===== config.mk =====
export PLATFORM = sky130hd
export DESIGN_NAME = pio_input_conditioner
export DESIGN_NICKNAME = d
export VERILOG_FILES = /design/src/rtl/pio_in_pkg.sv /design/src/rtl/debounce_ch.sv /design/src/rtl/pio_input_conditioner.sv
export SDC_FILE = /design/constraint.sdc
export NUM_CORES = 1
export LEC_CHECK = 0
export ABC_AREA = 1
export CORE_UTILIZATION = 63
export CTS_BUF_LIST = sky130_fd_sc_hd__clkbuf_16
export CTS_CLUSTER_DIAMETER = 80
export CTS_CLUSTER_SIZE = 12
export DETAILED_ROUTE_END_ITERATION = 8
export GPL_ROUTABILITY_DRIVEN = 0
export PLACE_DENSITY = 0.88
export SLEW_MARGIN = 10
export SYNTH_ARGS = -nofsm -noshare
export SYNTH_HDL_FRONTEND = slang
export SYNTH_SLANG_ARGS = --single-unit

===== constraint.sdc =====
create_clock -name clk_clk -period 2 [get_ports clk_clk]
set_input_delay 0.4 -clock clk_clk [delete_from_list [all_inputs] [get_ports clk_clk]]
set_output_delay 0.4 -clock clk_clk [all_outputs]
set_load 0.005 [all_outputs]

===== src/rtl/pio_in_pkg.sv =====
// pio_in_pkg: shared types, timing defaults and counter sizing helper for the
// PIO input conditioner.
//   hold_state_e : per-button hold/auto-repeat FSM states
//   cnt_width()  : bits needed to hold values 0..max_val (minimum 1)
//   CLK_HZ, DB_MS, HOLD_MS, REPEAT_MS : defaults used to derive cycle counts
package pio_in_pkg;

  localparam int unsigned CLK_HZ    = 50_000_000;
  localparam int unsigned DB_MS     = 10;
  localparam int unsigned HOLD_MS   = 500;
  localparam int unsigned REPEAT_MS = 100;

  typedef enum logic [1:0] {
    HS_IDLE    = 2'd0,
    HS_PRESSED = 2'd1,
    HS_HELD    = 2'd2
  } hold_state_e;

  function automatic int unsigned cnt_width(input int unsigned max_val);
    return (max_val < 1) ? 1 : $clog2(max_val + 1);
  endfunction

endpackage


===== src/rtl/debounce_ch.sv =====
// debounce_ch: one input channel -- 2-FF synchroniser, optional polarity
// inversion, and a counter-based debouncer.
//   clk_i   : clock
//   rst_ni  : asynchronous active-low reset
//   raw_i   : asynchronous pin
//   level_o : debounced, polarity-normalised level (1 = active)
//   rise_o  : 1-cycle strobe, registered on the edge level_o rises
//   fall_o  : 1-cycle strobe, registered on the edge level_o falls
module debounce_ch
  import pio_in_pkg::*;
#(
  parameter int unsigned DB_CYCLES = 8,
  parameter bit          INVERT    = 1'b0
) (
  input  logic clk_i,
  input  logic rst_ni,
  input  logic raw_i,
  output logic level_o,
  output logic rise_o,
  output logic fall_o
);

  localparam int unsigned DC_W = cnt_width(DB_CYCLES - 1);

  logic [1:0]      sync_q;
  logic            s;
  logic            st_q, st_d;
  logic [DC_W-1:0] dc_q, dc_d;
  logic            rise_q, rise_d;
  logic            fall_q, fall_d;

  // Synchroniser resets to the inactive raw level so no false edge is seen.
  assign s = sync_q[1] ^ INVERT;

  always_comb begin
    st_d   = st_q;
    dc_d   = dc_q;
    rise_d = 1'b0;
    fall_d = 1'b0;
    if (s == st_q) begin
      dc_d = '0;
    end else if (dc_q == DC_W'(DB_CYCLES - 1)) begin
      st_d   = s;
      dc_d   = '0;
      rise_d = s;
      fall_d = ~s;
    end else begin
      dc_d = dc_q + 1'b1;
    end
  end

  always_ff @(posedge clk_i or negedge rst_ni) begin
    if (!rst_ni) begin
      sync_q <= {2{INVERT}};
      st_q   <= 1'b0;
      dc_q   <= '0;
      rise_q <= 1'b0;
      fall_q <= 1'b0;
    end else begin
      sync_q <= {sync_q[0], raw_i};
      st_q   <= st_d;
      dc_q   <= dc_d;
      rise_q <= rise_d;
      fall_q <= fall_d;
    end
  end

  assign level_o = st_q;
  assign rise_o  = rise_q;
  assign fall_o  = fall_q;

endmodule


===== src/rtl/pio_input_conditioner.sv =====
// pio_input_conditioner: conditions raw buttons and switches ahead of the
// tarea1 PIO inputs. Every channel is synchronised and debounced; buttons
// additionally produce press/release strobes and hold/auto-repeat pulses.
//   clk_clk       : system clock
//   reset_reset_n : asynchronous active-low reset
//   btn_raw       : raw button pins (polarity set by BTN_ACTIVE_LOW)
//   sw_raw        : raw switch pins (1 = on)
//   btn_level     : debounced button state, 1 = pressed
//   sw_level      : debounced switch state
//   btn_press     : 1-cycle pulse when btn_level rises
//   btn_release   : 1-cycle pulse when btn_level falls
//   btn_hold      : 1-cycle pulse at hold threshold, then every repeat interval
module pio_input_conditioner
  import pio_in_pkg::*;
#(
  parameter int unsigned N_BTN          = 4,
  parameter int unsigned N_SW           = 4,
  parameter int unsigned DB_CYCLES      = CLK_HZ / 1000 * DB_MS,
  parameter int unsigned HOLD_CYCLES    = CLK_HZ / 1000 * HOLD_MS,
  parameter int unsigned REPEAT_CYCLES  = CLK_HZ / 1000 * REPEAT_MS,
  parameter bit          BTN_ACTIVE_LOW = 1'b1
) (
  input  logic             clk_clk,
  input  logic             reset_reset_n,
  input  logic [N_BTN-1:0] btn_raw,
  input  logic [N_SW-1:0]  sw_raw,
  output logic [N_BTN-1:0] btn_level,
  output logic [N_SW-1:0]  sw_level,
  output logic [N_BTN-1:0] btn_press,
  output logic [N_BTN-1:0] btn_release,
  output logic [N_BTN-1:0] btn_hold
);

  localparam int unsigned HC_MAX = (HOLD_CYCLES > REPEAT_CYCLES) ? HOLD_CYCLES : REPEAT_CYCLES;
  localparam int unsigned HC_W   = cnt_width(HC_MAX);

  logic [2*N_SW-1:0] sw_edges_unused;

  for (genvar i = 0; i < N_SW; i++) begin : g_sw
    debounce_ch #(
      .DB_CYCLES(DB_CYCLES),
      .INVERT   (1'b0)
    ) u_db (
      .clk_i  (clk_clk),
      .rst_ni (reset_reset_n),
      .raw_i  (sw_raw[i]),
      .level_o(sw_level[i]),
      .rise_o (sw_edges_unused[2*i]),
      .fall_o (sw_edges_unused[2*i+1])
    );
  end

  for (genvar i = 0; i < N_BTN; i++) begin : g_btn
    hold_state_e     hs_q, hs_d;
    logic [HC_W-1:0] hc_q, hc_d;
    logic            hold_hit;

    debounce_ch #(
      .DB_CYCLES(DB_CYCLES),
      .INVERT   (BTN_ACTIVE_LOW)
    ) u_db (
      .clk_i  (clk_clk),
      .rst_ni (reset_reset_n),
      .raw_i  (btn_raw[i]),
      .level_o(btn_level[i]),
      .rise_o (btn_press[i]),
      .fall_o (btn_release[i])
    );

    // The FSM follows the debounced level: a low level forces IDLE and also
    // masks the hold pulse, so release always wins over a coincident hold.
    always_comb begin
      hs_d     = hs_q;
      hc_d     = hc_q;
      hold_hit = 1'b0;
      if (!btn_level[i]) begin
        hs_d = HS_IDLE;
        hc_d = '0;
      end else begin
        unique case (hs_q)
          HS_IDLE: begin
            hs_d = HS_PRESSED;
            hc_d = HC_W'(1);
          end
          HS_PRESSED: begin
            if (hc_q == HC_W'(HOLD_CYCLES)) begin
              hold_hit = 1'b1;
              hc_d     = HC_W'(1);
              hs_d     = HS_HELD;
            end else begin
              hc_d = hc_q + 1'b1;
            end
          end
          HS_HELD: begin
            if (REPEAT_CYCLES != 0) begin
              if (hc_q == HC_W'(REPEAT_CYCLES)) begin
                hold_hit = 1'b1;
                hc_d     = HC_W'(1);
              end else begin
                hc_d = hc_q + 1'b1;
              end
            end
          end
          default: begin
            hs_d = HS_IDLE;
            hc_d = '0;
          end
        endcase
      end
    end

    always_ff @(posedge clk_clk or negedge reset_reset_n) begin
      if (!reset_reset_n) begin
        hs_q <= HS_IDLE;
        hc_q <= '0;
      end else begin
        hs_q <= hs_d;
        hc_q <= hc_d;
      end
    end

    assign btn_hold[i] = hold_hit;
  end

endmodule


==> impl_metrics.tcl <==
set metrics [dict create \
    track_usage 0.287 \
    placed_cells 2591 \
    cp.arrival_ps 2080 \
    crit_path_max_fanout 2 \
    fin_nets 2372 \
    period_needed_ps 2480 \
    dpl_cell_area_um2 17900 \
    worst_hold_slack_ps 245 \
    cts_tree "built" \
    cp-startpoint "g_btn[1].hc_q[1]" \
    avgSynthCellArea_um2 7.69 \
    cp.required_ps 1600 \
    antenna_cells 0 \
    crit_buf_inv 2 \
    synth_top_family_by_area "simple AND/OR/NAND/NOR gates" \
    path_clk_slew_ps 70 \
    io_buffer_count 29 \
    cts_max_level 1 \
    dp_hpwl_mm 25.8 \
    netlist.area_leader.share 0.435 \
    worstPathCellList "inv_1 -> ha_2 -> nand2_2 -> nor2_2 -> nand2_2 -> nor2_4 -> nand3_2 -> a21oi_2 -> buf_2" \
    synth_fa_ha_area_frac 0.0276 \
    dp_slack_ps -186 \
    syn_to_final_growth_pct 17.5 \
    fin_tns_setup_ps -5890 \
    max_slew.worst_pin.slew_ps 839 \
    cap_violations 0 \
    final_cell_area_um2 19200 \
    post_synth_num_cell_types 41 \
    die_y_um 163 \
    finalClockSkew_ps 12.8 \
    fin_ws_ps -483 \
    clock_latency_ps 560 \
    grt_max_degree 56 \
    critPathTopFamily "simple AND/OR/NAND/NOR gates" \
    muxShareOfSynthArea 0 \
    synthSimpleGateAreaFrac 0.348 \
    drive_gt1_frac 0.159 \
    dominantRegCellSynth "dfrtp_1" \
    crit_path_end_kind "output pin" \
    synthArstFlopShare 1.00 \
    finalCritPeriodShare 1.24 \
    critPathMaxStageDelay_ps 390 \
    cts_made_buffers 28 \
    ant_nets 0 \
    final_common_cell "nand2_1" \
    core_um2 25300 \
    final_hold_viol_count 0 \
    antenna_found_initial 0 \
    grt-ovfl-total 0 \
    power.density_nw_per_um2 581 \
    synth_compound_area_frac 0.0322 \
    synth_edf_count 0 \
    finalSetupViolCount 28 \
    drcViolationCount 0 \
    netlist_area_um2 16300 \
    max_freq_mhz 403 \
    vias 14721 \
    ys_seq_elements 292 \
    ios 30 \
    yosysSeqAreaShare 0.448 \
    status "complete, but fails checks" \
    rows 58 \
    startpoint_type "flop" \
    slew_viol_final 0 \
    layout_common_cells "427 x nand2_1, 417 x nor2_1, 298 x inv_1, 284 x dfrtp_1, 157 x buf_4" \
    fill_cells 1654 \
    violations "setup timing" \
    synth_area_leaders "dfrtp_1 43%, nor2_1 10%, nand2_1 9.9%" \
    viasPerCell 5.50 \
    r2r-start "g_btn[3].hc_q[1]" \
    slew_headroom 0.440 \
    start_util 0.645 \
    die_area_um2 26600 \
    synth-xor-area-share 0.0600 \
    grt_pass1_wl_mm 63.8 \
    instances_no_fill 2677 \
    ir_worst_vdd_mv 0.661 \
    worstSetupPathType "flop to output pin" \
    fin_total_pwr_mw 11.2 \
    wl_mm 38.5 \
    holdCritPathClass "input pin to flop" \
    syn_nets 2172 \
    cts.sinks 292 \
    grt_pass1_vias 14536 \
    drtIter0Drc 1280 \
    leakagePower_nw 8.70 \
    finalCoreUtilization 0.758 \
    yosysTopAreaCell "dfrtp_1" \
    slowest_stage "dfrtp_1" \
    rsz0062_at_grt "yes" \
    root_buffer "clkbuf_16" \
    hp-start "btn_raw[0]" \
    yosysWarnings 0 \
    drt_pass1_iterations 7 \
    synth_cells 2126 \
    cpMostUsedCell "nand2_2" \
    clk_path_buf_depth 3 \
    die_width_um 163 \
    wl_per_cell_um 14.4 \
]
state kept, by name, indices dropped and copies added (netlist names):
signal / cells
g_btn.hs_q: 8
g_sw.u_db.sync_q: 8
g_btn.u_db.dc_q: 76
g_btn.u_db.sync_q: 8
g_btn.hc_q: 100
g_btn.u_db.rise_o: 4
g_sw.u_db.dc_q: 76
g_btn.u_db.fall_o: 4
g_sw.u_db.level_o: 4
g_btn.u_db.level_o: 4
cell type report:
| type | count | area (um^2) | area share |
|---|---|---|---|
| Clock buffer | 28 | 701 | 0.0365 |
| Tap cell | 330 | 413 | 0.0215 |
| Inverter | 291 | 1090 | 0.0569 |
| Timing Repair Buffer | 201 | 1660 | 0.0862 |
| Sequential cell | 292 | 7320 | 0.381 |
| Multi-Input combinational cell | 1512 | 7930 | 0.413 |
| Clock inverter | 23 | 104 | 0.00541 |
path summary, 6_finish.rpt:
check                                     endpoint  slack, ps  cells after the start
min                        g_btn[0].u_db.sync_q[0]        240                      1
min in group asynchronous     g_sw[0].u_db.dc_q[5]        360                      2
max                                    btn_hold[1]       -480                      9
max in group asynchronous  g_btn[2].u_db.sync_q[0]        920                      3
max reg2reg                      g_btn[3].hc_q[18]       -210                     18
min reg2reg                 g_sw[3].u_db.sync_q[1]        340                      0
synth_stat cells, types with 2 or more instances:
| cell | instances |
|---|---|
| o21ai_0 | 27 |
| nand4_1 | 59 |
| nand2_1 | 433 |
| and3_1 | 2 |
| o21ai_1 | 4 |
| a211oi_1 | 5 |
| nor3_2 | 5 |
| dfrtp_1 | 284 |
| nand4_2 | 5 |
| a31o_2 | 3 |
| a21oi_1 | 40 |
| dfstp_2 | 8 |
| o22ai_1 | 2 |
| nand3_2 | 2 |
| nor3_1 | 79 |
| nor2_2 | 46 |
| nand2_2 | 24 |
| buf_6 | 7 |
| nand3_1 | 136 |
| a31oi_1 | 10 |
| xor2_1 | 83 |
| nor2_1 | 434 |
| nand2_4 | 4 |
| ha_1 | 36 |
| o21bai_1 | 2 |
| xnor2_1 | 29 |
| buf_12 | 2 |
| buf_2 | 4 |
| nor3b_1 | 16 |
| inv_1 | 282 |
| buf_4 | 20 |
| clkinv_1 | 2 |
| nor2_4 | 15 |
| nand3b_1 | 3 |
| inv_2 | 7 |
worst register-to-register path: cells and delay by family (launching register included):
family | cells | cell delay [ps]
and+or+nand+nor | 9 | 860
buffers and inverters | 8 | 700
DFF | 1 | 380
adders and majority gates | 1 | 170
where the power goes:
| group | internal, mW | switching (mW) | leakage [nW] |
|---|---|---|---|
| registers | 5.97 | 0.0414 | 4.01 |
| clock network | 2.52 | 2.30 | 0.464 |
| logic | 0.0945 | 0.231 | 4.22 |
kinds of logic (layout without fill, tap and decap cells):
group / Yosys count / in the layout
simple gates: 1266 / 1269
fa+ha+maj: 36 / 36
buf+inv: 325 / 543
compound gates: 95 / 95
xor+xnor: 112 / 112
flops: 292 / 292
repair_timing:
action	in CTS	in global routing
pin swaps	17	21
hold endpoints to repair	45	0
setup buffers	17	14
hold buffers	1	0
resized for setup	43	48
endpoints found under the setup margin	8	31
gates cloned	0	3
routing by layer:
| metal | vias up | global-route usage | share of wire | routed length (um) |
|---|---|---|---|---|
| li1 | 7082 | - | - | - |
| met1 | 7039 | 0.351 | 0.42 | 16000 |
| met2 | 501 | 0.526 | 0.51 | 19800 |
| met3 | 99 | 0.0345 | 0.045 | 1750 |
| met4 | 0 | 0.0918 | 0.026 | 983 |
| met5 | - | 0 | 0 | 0 |
No activity file was read; power rests on OpenSTA's default activity.
